**src/rtl/traffic_sensor_conditioner.sv**
```systemverilog
// Conditions four raw loop-detector lines into per-lane traffic-density classes once per window.
// Optional: define SENSOR_HYSTERESIS_EN to let classes fall by at most one step per window.
module traffic_sensor_conditioner #(
  parameter int unsigned WINDOW_CYCLES   = 1000,
  parameter int unsigned DEBOUNCE_CYCLES = 4,
  parameter int unsigned CNT_W           = 8,
  parameter int unsigned THR_LOW         = 3,
  parameter int unsigned THR_MED         = 8,
  parameter int unsigned THR_HIGH        = 15
) (
  input  logic       clk,
  input  logic       reset,
  input  logic       car_north,
  input  logic       car_south,
  input  logic       car_east,
  input  logic       car_west,
  output logic [1:0] sensor_north,
  output logic [1:0] sensor_south,
  output logic [1:0] sensor_east,
  output logic [1:0] sensor_west,
  output logic       sample_valid
);

  localparam int unsigned NL    = 4;
  localparam int unsigned DB_W  = 8;
  localparam int unsigned WIN_W = (WINDOW_CYCLES > 1) ? $clog2(WINDOW_CYCLES) : 1;

  localparam logic [WIN_W-1:0] WIN_LAST = WIN_W'(WINDOW_CYCLES - 1);
  localparam logic [DB_W-1:0]  DB_LAST  = DB_W'(DEBOUNCE_CYCLES - 1);
  localparam logic [CNT_W-1:0] CNT_MAX  = '1;

  logic [NL-1:0]    car_c;
  logic [NL-1:0]    sync1_q, sync1_d;
  logic [NL-1:0]    sync2_q, sync2_d;
  logic [NL-1:0]    deb_q, deb_d;
  logic [NL-1:0]    rise_q, rise_d;
  logic [DB_W-1:0]  stab_q [NL];
  logic [DB_W-1:0]  stab_d [NL];
  logic [CNT_W-1:0] cnt_q [NL];
  logic [CNT_W-1:0] cnt_d [NL];
  logic [1:0]       sensor_q [NL];
  logic [1:0]       sensor_d [NL];
  logic [WIN_W-1:0] win_q, win_d;
  logic             sample_valid_q, sample_valid_d;
  logic             window_end_c;

  assign car_c = {car_west, car_east, car_south, car_north};

  function automatic logic [1:0] classify(input logic [CNT_W-1:0] c);
    if (c < CNT_W'(THR_LOW)) begin
      return 2'b00;
    end else if (c < CNT_W'(THR_MED)) begin
      return 2'b01;
    end else if (c < CNT_W'(THR_HIGH)) begin
      return 2'b10;
    end
    return 2'b11;
  endfunction

  always_comb begin
    sync1_d        = car_c;
    sync2_d        = sync1_q;
    deb_d          = deb_q;
    rise_d         = '0;
    window_end_c   = (win_q == WIN_LAST);
    win_d          = window_end_c ? '0 : win_q + WIN_W'(1);
    sample_valid_d = window_end_c;
    for (int i = 0; i < NL; i++) begin
      stab_d[i]   = '0;
      cnt_d[i]    = cnt_q[i];
      sensor_d[i] = sensor_q[i];

      // Level flips only on the DEBOUNCE_CYCLES-th consecutive disagreeing cycle.
      if (sync2_q[i] != deb_q[i]) begin
        if (stab_q[i] == DB_LAST) begin
          deb_d[i] = sync2_q[i];
        end else begin
          stab_d[i] = stab_q[i] + DB_W'(1);
        end
      end
      rise_d[i] = deb_d[i] & ~deb_q[i];

      // An edge landing on window_end belongs to the new window.
      if (window_end_c) begin
        cnt_d[i] = rise_q[i] ? CNT_W'(1) : '0;
`ifdef SENSOR_HYSTERESIS_EN
        if (classify(cnt_q[i]) >= sensor_q[i]) begin
          sensor_d[i] = classify(cnt_q[i]);
        end else begin
          sensor_d[i] = sensor_q[i] - 2'd1;
        end
`else
        sensor_d[i] = classify(cnt_q[i]);
`endif
      end else if (rise_q[i] && (cnt_q[i] != CNT_MAX)) begin
        cnt_d[i] = cnt_q[i] + CNT_W'(1);
      end
    end
  end

  always_ff @(posedge clk or posedge reset) begin
    if (reset) begin
      sync1_q        <= '0;
      sync2_q        <= '0;
      deb_q          <= '0;
      rise_q         <= '0;
      win_q          <= '0;
      sample_valid_q <= 1'b0;
      for (int i = 0; i < NL; i++) begin
        stab_q[i]   <= '0;
        cnt_q[i]    <= '0;
        sensor_q[i] <= 2'b00;
      end
    end else begin
      sync1_q        <= sync1_d;
      sync2_q        <= sync2_d;
      deb_q          <= deb_d;
      rise_q         <= rise_d;
      win_q          <= win_d;
      sample_valid_q <= sample_valid_d;
      for (int i = 0; i < NL; i++) begin
        stab_q[i]   <= stab_d[i];
        cnt_q[i]    <= cnt_d[i];
        sensor_q[i] <= sensor_d[i];
      end
    end
  end

  assign sensor_north = sensor_q[0];
  assign sensor_south = sensor_q[1];
  assign sensor_east  = sensor_q[2];
  assign sensor_west  = sensor_q[3];
  assign sample_valid = sample_valid_q;

endmodule

```
**config.mk**
```make
export PLATFORM = sky130hd
export DESIGN_NAME = traffic_sensor_conditioner
export DESIGN_NICKNAME = d
export VERILOG_FILES = /design/src/rtl/traffic_sensor_conditioner.sv
export SDC_FILE = /design/constraint.sdc
export NUM_CORES = 1
export LEC_CHECK = 0
export ABC_AREA = 1
export BUFFER_PORTS_ARGS = -buffer_cell sky130_fd_sc_hd__buf_2
export CAP_MARGIN = 25
export CORE_ASPECT_RATIO = 1.1
export CORE_MARGIN = 2
export CORE_UTILIZATION = 50
export DETAILED_ROUTE_END_ITERATION = 12
export PLACE_DENSITY = 0.72
export SLEW_MARGIN = 20
export SYNTH_ARGS = -nofsm -noshare
export SYNTH_HDL_FRONTEND = slang
export SYNTH_SLANG_ARGS = --single-unit
export TNS_END_PERCENT = 10
```
**constraint.sdc**
```tcl
create_clock -name clk -period 7.45 [get_ports clk]
set_input_delay 0 -clock clk [delete_from_list [all_inputs] [get_ports clk]]
set_output_delay 0 -clock clk [all_outputs]
set_load 0.02 [all_outputs]
```
---- Yosys cells after proc, flatten, opt, wreduce, memory -nomap -nowiden ----
Index checks and enable logic that the tools add are counted.
storage, ports and cells
  bits in registers ....................... 99
  input port bits ......................... 6
  output and inout bits ................... 9
operators by class
  equal/unequal tests ..................... 13
  mux-type cells .......................... 61
  order comparisons ....................... 12
  bitwise gates (word level) .............. 8
  reduce and logical (&&, ||, !) cells .... 8
  add/sub/neg operators ................... 9
operators by type and width
  kind                   number
  $mux 8                 16
  $add 8x1->8 const B    8
  $lt 8x4->1 const B     8
  $eq 8x2->1 const B     4
  $lt 8x2->1 const B     4
  $mux 2                 16
  $ne 8x8->1 const B     4
  $mux 1                 28
  $add 10x1->10 const B  1
  $eq 10x10->1 const B   1
  $mux 10                1
  $reduce_bool 2->1      4
  $and 1x1->1            4
  $logic_and 1x1->1      4
  $ne 1x1->1             4
  $not 1->1              4

---- Depth between registers and ports, before layout ----
Gate-level depths: netlist (run 1).
  depth in word-level cells ............... 6
  gate-level depth with buffers ........... 8
  gate-level depth less buffers ........... 8

---- Worst setup path after synthesis (run 1) ----
OpenSTA, ideal clock, no wires.
  kind .................................... register to register
  from .................................... register cnt_q[0] (netlist bit)
  to ...................................... register cnt_q[0] (netlist bit)
  slack ................................... 6.065 ns
  library setup time ...................... 0.125 ns
  data arrival time ....................... 1.260 ns
  period minus slack after synthesis ...... 1.385 ns
  cell stages (with the launch flop) ...... 9
  cell sequence ........................... dfrtp_1 > ha_1 > nand2_1 > nor2_1 > nand2_1 > nand2_1 > inv_1 > nand2_1 > nand3_1
on the way
  cells in the longest elaborated chain, start to end .. 3
  elaborated cells on any way between the ends .. 6
ends and longest elaborated chain
  what                                         line    RTL
  from (decl)                                  39      logic [CNT_W-1:0] cnt_q [NL];
  from (signal, indexed assignment)            123     cnt_q[i] <= cnt_d[i];
  $add 8x1->8 or $ne 8x8->1 (tied branches)    96, 95
  $mux 8 or $logic_and 1x1->1 (tied branches)  95      end else if (rise_q[i] && (cnt_q[i] != CNT_MAX)) begin
  $mux 8 or $reduce_bool 2->1 (tied branches)  --
Several ways; a longest one is shown, not always the timed one. The select of a mux whose other input is x is not followed.
A chain may end at the register's enable or synchronous reset.

---- Worst setup path in the final report (run 1) ----
  from .................................... register win_q[0]
  to ...................................... register cnt_q[18] (netlist bit)
on the way
  cells in the longest elaborated chain, start to end .. 2
  elaborated cells on any way between the ends .. 3
ends and longest elaborated chain
  what                                         line  RTL
  from (decl)                                  43    logic [WIN_W-1:0] win_q, win_d;
  from (signal assigned)                       119   win_q <= win_d;
  $eq 10x10->1 *                               65    window_end_c = (win_q == WIN_LAST);
  $mux 8 or $reduce_bool 2->1 (tied branches)  --
Every way passes the cells marked *; elsewhere a longest branch is shown, timed or not.

==> results of run 1 <==
## metal layers
layer | vias to the layer above | global-route usage, %
met1 | 1914 | 22.95
met5 | - | 0
met2 | 44 | 30.94
li1 | 2062 | -
met3 | 13 | 4.072
met4 | 0 | 6.556
## report_power, final
part	leakage, nW	switching [mW]	internal, mW
sequential	1.33	0.0619	0.598
combinational	1.28	0.121	0.0741
clock	0.0819	0.180	0.119
## metrics by stage
| stage | hold WS (ns) | instance area (um^2) | power [mW] | setup slack (ns) |
|---|---|---|---|---|
| floorplan | 0.03143 | 4972 | 0.8120 | 4.860 |
| global placement | 0.002570 | 5130 | 0.8524 | 5.368 |
| detailed placement | 0.01167 | 5130 | 0.8649 | 5.226 |
| CTS | 0.1514 | 5339 | 1.168 | 5.204 |
| global route | 0.1773 | 5339 | 1.230 | 4.959 |
| finish | 0.1456 | 5339 | 1.154 | 5.218 |
## worst max-delay path, cell delays in order, from the launching register on
cell	delay, ns
dfrtp_1	0.39
ha_1	0.21
nand2_1	0.09
nor2_2	0.19
nand3_2	0.52
buf_4	0.48
nand3_1	0.14
nand2_1	0.06
## layout make-up
type / count / area share (%)
flip-flops and latches: 99 / 46.40
multi-input cells: 452 / 40.10
inverters: 73 / 5.179
well taps: 120 / 2.812
repair buffers: 21 / 2.531
clock buffers: 10 / 2.390
clock inverters: 5 / 0.5859
## state kept, by name, indices dropped and copies added, names as in the netlist
| name | flops |
|---|---|
| deb_q | 4 |
| sync1_q | 4 |
| sensor_south | 2 |
| stab_q | 32 |
| win_q | 10 |
| sensor_north | 2 |
| sensor_west | 2 |
| sample_valid | 1 |
| sensor_east | 2 |
| rise_q | 4 |
| cnt_q | 32 |
| sync2_q | 4 |
## logic make-up (layout without fill, tap and decap cells)
| kind of cell | after synthesis | after routing |
|---|---|---|
| flip-flops | 99 | 99 |
| AND/OR/NAND/NOR | 388 | 388 |
| adder cells (fa/ha/maj) | 9 | 9 |
| AO/OA/AOI/OAI | 35 | 35 |
| XOR/XNOR | 20 | 20 |
| buffers and inverters | 82 | 109 |
## worst max path at each step
stage | endpoint | cells after the start
floorplan | cnt_q[0]$_DFFE_PP0P_ | 1
global placement | cnt_q[5]$_DFFE_PP0P_ | 7
detailed placement | cnt_q[16]$_DFFE_PP0P_ | 7
CTS | cnt_q[25]$_DFFE_PP0P_ | 7
global route | cnt_q[16]$_DFFE_PP0P_ | 7
finish | cnt_q[18]$_DFFE_PP0P_ | 7
## cells in the mapped netlist
cell,number,area share (%)
buf_6,6,1.4
inv_2,2,0.15
nand3_2,1,0.20
buf_2,1,0.10
nor2_1,86,6.5
nor3_4,1,0.33
o21ai_0,24,2.4
a21oi_1,5,0.50
o21bai_1,3,0.45
clkbuf_1,2,0.15
nand4_1,17,2.1
xor2_1,17,3.0
nand3_1,86,8.7
inv_1,71,5.4
or2_2,1,0.13
nand2_2,1,0.13
a31oi_1,3,0.38
nand2_1,175,13
nor3b_1,4,0.60
xnor2_1,3,0.53
nor3_1,15,1.5
dfrtp_1,99,50
nor2_2,1,0.13
ha_1,9,2.3
==> results.py, run 1 <==
metrics = {
    "grt": {
        "grt_usage_pct": 18.22,
        "grt-ovfl-total": 0,
        "grt_first_pass_wirelength_mm": 16.10,
        "grt_max_degree": 73,
        "grt_pass1_vias": 3831,
        "antenna_found_initial": 0,
    },
    "finish": {
        "mostFrequentLayoutCells": "175 x nand2_1, 99 x dfrtp_1, 86 x nor2_1, 86 x nand3_1, 70 x inv_1",
        "final_nets": 671,
        "fin_util_pct": 54.51,
        "drive_gt1_share_pct": 5.758,
        "layout.area.seq_um2": 2477,
        "fin_cells": 780,
        "num_antenna_cells": 0,
        "fill_cells": 917,
        "layout_commonest_cell": "nand2_1",
        "multi_input_area_um2": 2141,
        "syn_to_final_growth_pct": 7.373,
    },
    "logic_synthesis": {
        "synth_cells": 633,
        "ys_types": 24,
        "yosys_warnings": 0,
        "synth_fa_ha_area_share_pct": 2.265,
        "synth_compound_area_share_pct": 3.749,
        "avgSynthCellArea_um2": 7.855,
        "synth_top_family_by_area": "simple AND/OR/NAND/NOR gates",
        "yosys.area_share.simple_pct": 33.52,
        "syn-num-nets": 648,
        "synthMuxAreaShare_pct": 0,
        "syn_area_um2": 4972,
        "ys_seq_area_share_pct": 49.82,
        "synthXorXnorAreaFrac_pct": 3.523,
        "ys_ff_latch": 99,
    },
    "clocking": {
        "cts_resized": 0,
        "cts_tree": "yes",
        "h-tree-depth": 3,
        "clock_sinks": 99,
        "clk_pin_slew_ns": 0.09,
        "postCtsHoldBufs": 5,
        "cts_buffers": 9,
        "clock_latency_ns": 0.36,
        "postCtsSetupBuffers": 0,
        "cts_max_path_buffers": 2,
        "root_buffer": "clkbuf_8",
    },
    "setup_path": {
        "setup.worst_path.class": "register to register",
        "required_ns": 7.70,
        "regToRegStartpoint": "win_q[0]$_DFF_PP0_",
        "timing.rr.end": "cnt_q[18]$_DFFE_PP0P_",
        "arrival_ns": 2.49,
        "r2r_slack_ns": 5.22,
        "crit_path_start": "win_q[0]$_DFF_PP0_",
        "worstSetupStartpointType": "register",
        "worstRegToRegCells": 7,
        "path_max_fanout": 41,
        "end_kind": "register",
    },
    "floorplan": {
        "chipWidth_um": 99.08,
        "die-area_um2": 10760,
        "start_util_pct": 50.77,
        "die_h_um": 108.6,
        "core-area_um2": 9794,
        "num_rows": 38,
        "pin_count": 15,
    },
    "flow_run": {
        "max_cap_viol_count": 0,
    },
    "placed_design": {
        "dpl.cell_count": 760,
        "port_buffers": 14,
        "hpwl_mm": 6.393,
        "gp_congestion": 0.8606,
    },
    "timing": {
        "fin_crit_ns": 2.232,
        "slew_viol_final": 0,
        "clock-skew-final_ns": 0.006398,
        "rsz0062_at_grt": "no",
        "fin_tns_setup_ns": 0,
        "relSlewSlack_pct": 41.52,
        "setup_viol": 0,
        "tightest_slew_ns": 0.8773,
        "min_period_over_period_pct": 29.96,
        "fmax_mhz": 448.0,
        "hold_viol_final": 0,
    },
    "pwr": {
        "cellLeakagePower_nw": 2.684,
        "peakVddDrop_v": 0.00009715,
        "power_per_cell_area_nw_per_um2": 216.1,
    },
    "routing": {
        "ant_nets": 0,
        "met1_length_mm": 4.283,
        "routed_wl_mm": 9.067,
        "drt_iter0_markers": 187,
        "via_per_inst": 5.171,
        "wl_met3_um": 274,
        "firstDrtPassIters": 5,
        "top_layer": "met4",
        "vias": 4033,
        "drc_errors": 0,
        "wl_met2_mm": 4.386,
        "wl_per_cell_um": 11.62,
    },
    "min_path": {
        "hold_class": "primary input to async pin",
    },
    "outcome": {
        "status": "finished, final reports clean",
    },
}
(Power assumes the default switching activity.)
==> inputs of run 2 (changes only) <==
--- a/config.mk
+++ b/config.mk
@@ -5,7 +5,7 @@
 export SDC_FILE = /design/constraint.sdc
 export NUM_CORES = 1
 export LEC_CHECK = 0
-export ABC_AREA = 1
+export ABC_AREA = 0
 export BUFFER_PORTS_ARGS = -buffer_cell sky130_fd_sc_hd__buf_2
 export CAP_MARGIN = 25
 export CORE_ASPECT_RATIO = 1.1
==> constraint.sdc (replaced) <==
create_clock -name clk -period 2.2 [get_ports clk]
set_input_delay 0 -clock clk [delete_from_list [all_inputs] [get_ports clk]]
set_output_delay 0 -clock clk [all_outputs]
set_load 0.02 [all_outputs]
==> results.py, run 2 <==
metrics = {
    "floorplan": {
        "pin_count": 15,
        "core-area_um2": 8783,
        "chipWidth_um": 94.42,
        "die_h_um": 103.5,
        "die-area_um2": 9769,
        "num_rows": 36,
        "start_util_pct": 51.20,
    },
    "setup_path": {
        "arrival_ns": 2.11,
        "path_max_fanout": 22,
        "setup.worst_path.class": "register to register",
        "worstSetupStartpointType": "register",
        "crit_path_start": "win_q[0]$_DFF_PP0_",
        "regToRegStartpoint": "win_q[0]$_DFF_PP0_",
        "end_kind": "register",
        "required_ns": 2.50,
    },
    "grt": {
        "grt_first_pass_wirelength_mm": 13.33,
        "antenna_found_initial": 0,
        "grt-ovfl-total": 0,
        "grt_max_degree": 100,
        "grt_usage_pct": 17.05,
        "grt_pass1_vias": 3082,
    },
    "timing": {
        "post-route-worst-setup-slack_ns": 0.3844,
        "clock-skew-final_ns": 0.009059,
        "slew_viol_final": 0,
        "min_period_over_period_pct": 82.53,
        "hold_viol_final": 0,
        "fin_tns_setup_ns": 0,
        "relSlewSlack_pct": 65.84,
        "fin_crit_ns": 1.816,
        "fmax_mhz": 550.8,
        "rsz0062_at_grt": "no",
        "holdWs_ns": 0.2829,
        "setup_viol": 0,
        "tightest_slew_ns": 0.5124,
    },
    "routing": {
        "ant_nets": 0,
        "drt_iter0_markers": 121,
        "vias": 3159,
        "firstDrtPassIters": 4,
        "wl_per_cell_um": 13.05,
        "drc_errors": 0,
        "via_per_inst": 5.428,
        "routed_wl_mm": 7.593,
    },
    "finish": {
        "final_nets": 478,
        "num_antenna_cells": 0,
        "drive_gt1_share_pct": 8.761,
        "syn_to_final_growth_pct": 10.71,
        "largestRegisters": "cnt_q (32), stab_q (32), win_q (10)",
        "layout_commonest_cell": "dfrtp_1",
        "mostFrequentLayoutCells": "99 x dfrtp_1, 57 x nor2_1, 39 x nand2_1, 31 x nand3_1, 24 x xor2_1",
    },
    "pwr": {
        "p_int_mw": 2.839,
        "clkPwrFrac_pct": 28.5,
        "swShare_pct": 29.03,
        "power_frac_seq_pct": 56.1,
        "power_switching_mw": 1.161,
        "power_per_cell_area_nw_per_um2": 803.4,
        "peakVddDrop_v": 0.0004265,
        "cellLeakagePower_nw": 2.293,
        "combPwrFrac_pct": 15.4,
    },
    "logic_synthesis": {
        "syn-num-nets": 449,
        "synthTopCellsByCount": "99 x dfrtp_1, 57 x nor2_1, 39 x nand2_1",
        "ys_types": 41,
        "synth_top_cell_area_share_pct": 55.09,
        "ys_seq_area_share_pct": 55.09,
        "synth_top_flop_cell": "dfrtp_1",
        "synth_cells": 434,
        "async_flop_share_pct": 100.0,
        "synth-edff-count": 0,
        "yosysMostFrequentCell": "dfrtp_1",
        "ys_ff_latch": 99,
        "yosys_warnings": 0,
        "avgSynthCellArea_um2": 10.36,
        "synth_top_area_cell": "dfrtp_1",
        "synthTopCellsByArea": "dfrtp_1 55%, nor2_1 4.8%, xor2_1 4.7%, nand3_1 3.5%, nand2_1 3.3%",
        "syn_area_um2": 4497,
    },
    "placed_design": {
        "dp_slack_ns": 0.3945,
        "hpwl_mm": 5.100,
        "port_buffers": 14,
        "gp_congestion": 0.8133,
    },
    "outcome": {
        "status": "finished, final reports clean",
    },
    "clocking": {
        "clk_pin_slew_ns": 0.09,
        "clock_sinks": 99,
        "cts_max_path_buffers": 2,
        "root_buffer": "clkbuf_8",
        "clock_latency_ns": 0.35,
        "cts_tree": "yes",
        "cts_resized": 0,
        "cts_buffers": 9,
        "postCtsSetupBuffers": 0,
        "h-tree-depth": 3,
    },
    "flow_run": {
        "max_cap_viol_count": 0,
    },
    "min_path": {
        "hold_class": "primary input to register",
        "hp-start": "car_east",
    },
}
## run 2: cells by family (layout without fill, tap and decap cells)
family,count (synthesis),count (layout),share of synthesized area (%)
AND/OR/NAND/NOR,204,204,23.01
flip-flops,99,99,55.09
AO/OA/AOI/OAI,48,48,6.511
XOR/XNOR,38,38,7.401
buffers and inverters,20,54,1.808
adder cells (fa/ha/maj),13,13,3.395
multiplexers,12,12,2.782
## run 2: power groups by stage
stage / clock network, mW / logic [mW] / registers, mW
after global routing: 1.25 / 0.718 / 2.29
final: 1.14 / 0.614 / 2.24
after CTS: 1.19 / 0.630 / 2.24
after global placement: 0 / 0.591 / 2.26
after floorplan: 0 / 0.493 / 2.23
after detailed placement: 0 / 0.621 / 2.28
## run 2: routing by layer
layer	share of wire, %	global-route usage [%]
met1	49	21.92
met2	48	29.67
met3	2.3	2.826
met4	1.3	5.686
met5	0	0
## run 2: worst paths after layout
| check | slack [ns] | endpoint | cells after the start |
|---|---|---|---|
| max | 0.38 | cnt_q[4]$_DFFE_PP0P_ | 6 |
| min | 0.28 | sync1_q[2]$_DFF_PP0_ | 2 |
| max reg2reg | 0.38 | cnt_q[4]$_DFFE_PP0P_ | 6 |
| min reg2reg | 0.35 | sync2_q[0]$_DFF_PP0_ | 0 |
| max in group asynchronous | 1.47 | cnt_q[23]$_DFFE_PP0P_ | 4 |
| min in group asynchronous | 0.32 | stab_q[16]$_DFF_PP0_ | 4 |
## run 2: critical path, cell delays in order, from the launching register on
cell	delay, ns
dfrtp_1	0.41
ha_1	0.25
and4b_1	0.24
nand3_2	0.09
inv_2	0.15
or4_1	0.53
nand2_1	0.08
## run 2: repair_timing
action | CTS | global route
endpoints found under the hold margin | 103 | 0
endpoints found under the setup margin | 0 | 0
hold buffers | 5 | 0
## run 2: area by class of cell
| type | instances | area, um^2 |
|---|---|---|
| clock buffers | 11 | 131.4 |
| clock inverters | 5 | 62.56 |
| well taps | 114 | 142.6 |
| fillers | 781 | 3805 |
| flip-flops and latches | 99 | 2477 |
| inverters | 14 | 56.30 |
| repair buffers | 24 | 170.2 |
| multi-input cells | 315 | 1938 |
## run 2: per-stage QoR
step | util, % | instance area [um^2] | instances | power (mW)
finish | 56.68 | 4979 | 582 | 4.000
detailed placement | 53.90 | 4735 | 561 | 2.900
CTS | 56.68 | 4979 | 582 | 4.063
global placement | 53.90 | 4735 | 561 | 2.855
floorplan | - | 4501 | 434 | 2.720
global route | 56.68 | 4979 | 582 | 4.257
